`src/rtl/bit_reg_reader.sv`:
```
// Snapshots a bank of one-bit register outputs on start and shifts them out,
// one bit per accepted valid/ready transfer, from a private copy of the bank.
module bit_reg_reader #(
    parameter int N         = 8,
    parameter bit MSB_FIRST = 1'b1
) (
    input  logic         clk,
    input  logic         rst_n,
    input  logic         start,
    input  logic [N-1:0] reg_bits,
    output logic         ser_out,
    output logic         ser_valid,
    input  logic         ser_ready,
    output logic         busy,
    output logic         done
);

    localparam int CW = (N > 1) ? $clog2(N) : 1;

    localparam logic [1:0] ST_IDLE  = 2'd0;
    localparam logic [1:0] ST_SHIFT = 2'd1;
    localparam logic [1:0] ST_DONE  = 2'd2;

    localparam logic [CW-1:0] CNT_LAST = CW'(N - 1);

    logic [1:0]    r_state;
    logic [N-1:0]  r_snap;
    logic [CW-1:0] r_cnt;

    logic [N-1:0]  w_ordered;
    logic          w_xfer;

    // Reorder the snapshot once so the counter always indexes the next bit out.
    generate
        for (genvar gi = 0; gi < N; gi++) begin : g_order
            if (MSB_FIRST) begin : g_msb
                assign w_ordered[gi] = r_snap[N-1-gi];
            end else begin : g_lsb
                assign w_ordered[gi] = r_snap[gi];
            end
        end
    endgenerate

    assign w_xfer = ser_valid & ser_ready;

    always_ff @(posedge clk or negedge rst_n) begin
        if (!rst_n) begin
            r_state <= ST_IDLE;
            r_snap  <= '0;
            r_cnt   <= '0;
        end else begin
            case (r_state)
                ST_IDLE: begin
                    if (start) begin
                        r_snap  <= reg_bits;
                        r_cnt   <= '0;
                        r_state <= ST_SHIFT;
                    end
                end
                ST_SHIFT: begin
                    if (w_xfer) begin
                        if (r_cnt == CNT_LAST) begin
                            r_state <= ST_DONE;
                        end else begin
                            r_cnt <= r_cnt + 1'b1;
                        end
                    end
                end
                ST_DONE: begin
                    r_state <= ST_IDLE;
                end
                default: begin
                    r_state <= ST_IDLE;
                end
            endcase
        end
    end

    // Outputs decode straight from state so reset clears them without a clock.
    assign ser_valid = (r_state == ST_SHIFT);
    assign busy      = (r_state == ST_SHIFT) || (r_state == ST_DONE);
    assign done      = (r_state == ST_DONE);
    assign ser_out   = ser_valid & w_ordered[r_cnt];

endmodule

```
`config.mk`:
```
export PLATFORM = sky130hd
export DESIGN_NAME = bit_reg_reader
export DESIGN_NICKNAME = d
export VERILOG_FILES = /design/src/rtl/bit_reg_reader.sv
export SDC_FILE = /design/constraint.sdc
export NUM_CORES = 1
export LEC_CHECK = 0
export ABC_CLOCK_PERIOD_IN_PS = 3000
export CORE_ASPECT_RATIO = 0.75
export CORE_MARGIN = 5
export CORE_UTILIZATION = 35
export DETAILED_ROUTE_END_ITERATION = 10
export DONT_BUFFER_PORTS = 1
export SLEW_MARGIN = 20
export SYNTH_ARGS = -nofsm -noshare
export SYNTH_HDL_FRONTEND = slang
export SYNTH_SLANG_ARGS = --single-unit
```
`constraint.sdc`:
```
create_clock -name clk -period 3 [get_ports clk]
set_input_delay 0.6 -clock clk [delete_from_list [all_inputs] [get_ports clk]]
set_output_delay 0.6 -clock clk [all_outputs]
set_load 0.005 [all_outputs]
```
==> impl_metrics.tcl <==
set metrics [dict create \
    status "finished, final reports clean" \
    antennaDiodeCount 0 \
    cts_buffer_depth 2 \
    regArea_um2 325 \
    p_seq_frac 0.417 \
    critPathKind "reg -> out" \
    synthesis.nets 74 \
    internal-power_uw 505 \
    multi_input_area_um2 374 \
    syn_area_um2 718 \
    leakagePower_uw 0.000344 \
    start_util 0.363 \
    overflow 0 \
    start_kind "register" \
    max_freq_mhz 454 \
    drt.antenna.violating_nets 0 \
    synth_top_cell_by_area "dfrtp_1" \
    io_pins 16 \
    drc_errors 0 \
    htree_levels 1 \
    clock_skew_ns 0.00129 \
    cp_max_fo 9 \
    nets 80 \
    vias 450 \
    wl_per_cell_um 15.4 \
    dieArea_um2 3070 \
    syn_avg_cell_area_um2 12.6 \
    fin_crit_ns 2.20 \
    final_cells 86 \
    period_share 0.734 \
    die_x_um 62.3 \
    rsz0062_at_grt "false" \
    worstPathRequired_ns 2.40 \
    cts_tree "yes" \
    timing.rr.start "r_state[1]" \
    cp-endpoint "ser_out" \
    path_clk_slew_ns 0.08 \
    hold_viol_final 0 \
    cts_sinks 13 \
    vdd_drop_max_uv 482 \
    worstSkewPairLatency_ns 0.27 \
    max-slew-margin-rel 0.590 \
    grt_pass1_vias 444 \
    core_um2 1980 \
    ff2ff_path_depth 5 \
    drv_slew 0 \
    final_layout_size_suffix_gt1_frac 0.323 \
    clock-root-buffer "clkbuf_4" \
    cts-resized-gates 0 \
    rr_endpoint "r_cnt[0]" \
    dieHeight_um 49.2 \
    ys_seq_area_frac 0.453 \
    row_count 14 \
    synth_top_area_frac 0.453 \
    synth_cell_types 19 \
    tightest_slew_ns 0.613 \
    p_sw_uw 260 \
    synthTopCellsByArea "dfrtp_1 45%, mux2_2 16%, ha_1 8.7%" \
    gp_congestion 0.752 \
    synth_cells 57 \
    fillers 190 \
    powerDensity_nw_per_um2 975 \
    placedCellCount 81 \
    fin_setup_tns_ns 0 \
    power_frac_comb 0.445 \
    cts_made_buffers 3 \
    antenna_found_initial 0 \
    max_cap_violations 0 \
    grt_pass1_wl_um 2250 \
    viasPerCell 5.23 \
    hold_path_class "in -> reg" \
    grt_usage 0.0926 \
    clkPwrFrac 0.137 \
    synth-seq-cells 13 \
    io_buffers 0 \
    grt_start_max_net_pins 14 \
    drt_iter0_markers 16 \
    postCtsSetupBuffers 0 \
    finalSetupViolations 0 \
    ctsHoldBuffers 0 \
    r2r_slack_ns 1.35 \
    area_growth_pct 9.23 \
    routed_wl_um 1330 \
    arrival_ns 1.60 \
    first_pass_iters 5 \
    dp_hpwl_um 1000 \
    cp-startpoint "r_state[1]" \
    swShare 0.340 \
    end_kind "primary output" \
    yosys_warnings 0 \
]
-- logic make-up after synthesis --
family / share of synthesized area
AND/OR/NAND/NOR: 0.124
flip-flops: 0.453
multiplexers: 0.202
AO/OA/AOI/OAI: 0.108
buffers and inverters: 0.0261
adder cells (fa/ha/maj): 0.0871
-- through the flow --
step / area [µm²] / hold WS, ns / util / power (µW) / setup slack [ns]
detailed placement: 748 / 0.305 / 0.378 / 668 / 1.05
global route: 785 / 0.463 / 0.396 / 837 / 0.650
CTS: 774 / 0.00514 / 0.391 / 778 / 0.756
finish: 785 / 0.477 / 0.396 / 765 / 0.797
global placement: 748 / 0.305 / 0.378 / 655 / 1.08
floorplan: 718 / 0.304 / - / 597 / 1.29
-- final cells by class --
type                            instances  share of cell area
Timing Repair Buffer                    1              0.0128
Tap cell                               24              0.0383
Sequential cell                        13               0.415
Multi-Input combinational cell         39               0.477
Clock buffer                            4              0.0335
Inverter                                5              0.0239
-- critical path: stages (launching register included) --
cell      delay (ns)
dfrtp_1         0.40
inv_1           0.09
ha_1            0.34
o31ai_1         0.12
a311oi_1        0.38
-- routing by layer --
metal,global-route usage,vias up,routed length [µm]
met1,0.128,214,665
met5,0,-,0
met3,0.0530,0,106
met4,0.0106,0,0
li1,-,220,-
met2,0.128,16,556
-- synth_stat cells --
master,n
dfrtp_1,13
mux2_2,10
ha_1,5
inv_1,5
nand2_1,4
a22o_1,3
nor2_1,2
nor2b_4,2
o31ai_1,2
o41ai_1,2
a311oi_1,1
mux2i_1,1
mux4_2,1
nor2b_2,1
nor3_1,1
nor3b_1,1
o22a_2,1
or2_2,1
or3_4,1
-- registers in the layout (all words and copies together), names as in the netlist --
register / count
r_state: 2
r_snap: 8
r_cnt: 3
-- how the worst min path moves through the flow --
stage           startpoint  depth (start not counted)          to
2_1_floorplan        rst_n                          0    r_cnt[0]
3_3_place_gp         rst_n                          0    r_cnt[0]
3_5_place_dp         rst_n                          0  r_state[1]
4_1_cts              rst_n                          0  r_state[1]
5_1_grt        reg_bits[1]                          1   r_snap[1]
6_report       reg_bits[6]                          1   r_snap[6]
-- placed cells by master, fill, tap and decap left out, drive strengths merged --
| cell type | n |
|---|---|
| nor2b | 3 |
| or2 | 1 |
| dlygate4sd3 | 1 |
| o41ai | 2 |
| nand2 | 4 |
| nor3b | 1 |
| ha | 5 |
| inv | 5 |
| a22o | 3 |
| mux2i | 1 |
| nor3 | 1 |
| clkbuf | 4 |
| mux4 | 1 |
| dfrtp | 13 |
| a311oi | 1 |
| o31ai | 2 |
| o22a | 1 |
| mux2 | 10 |
| or3 | 1 |
| nor2 | 2 |
-- power groups by stage --
stage	Clock [µW]	Combinational, µW	Sequential, µW
finish	105	341	319
CTS	112	346	320
detailed placement	0	345	323
floorplan	0	294	303
global placement	0	337	318
global route	117	388	332
Note: power is estimated with default switching activity, not from simulation.
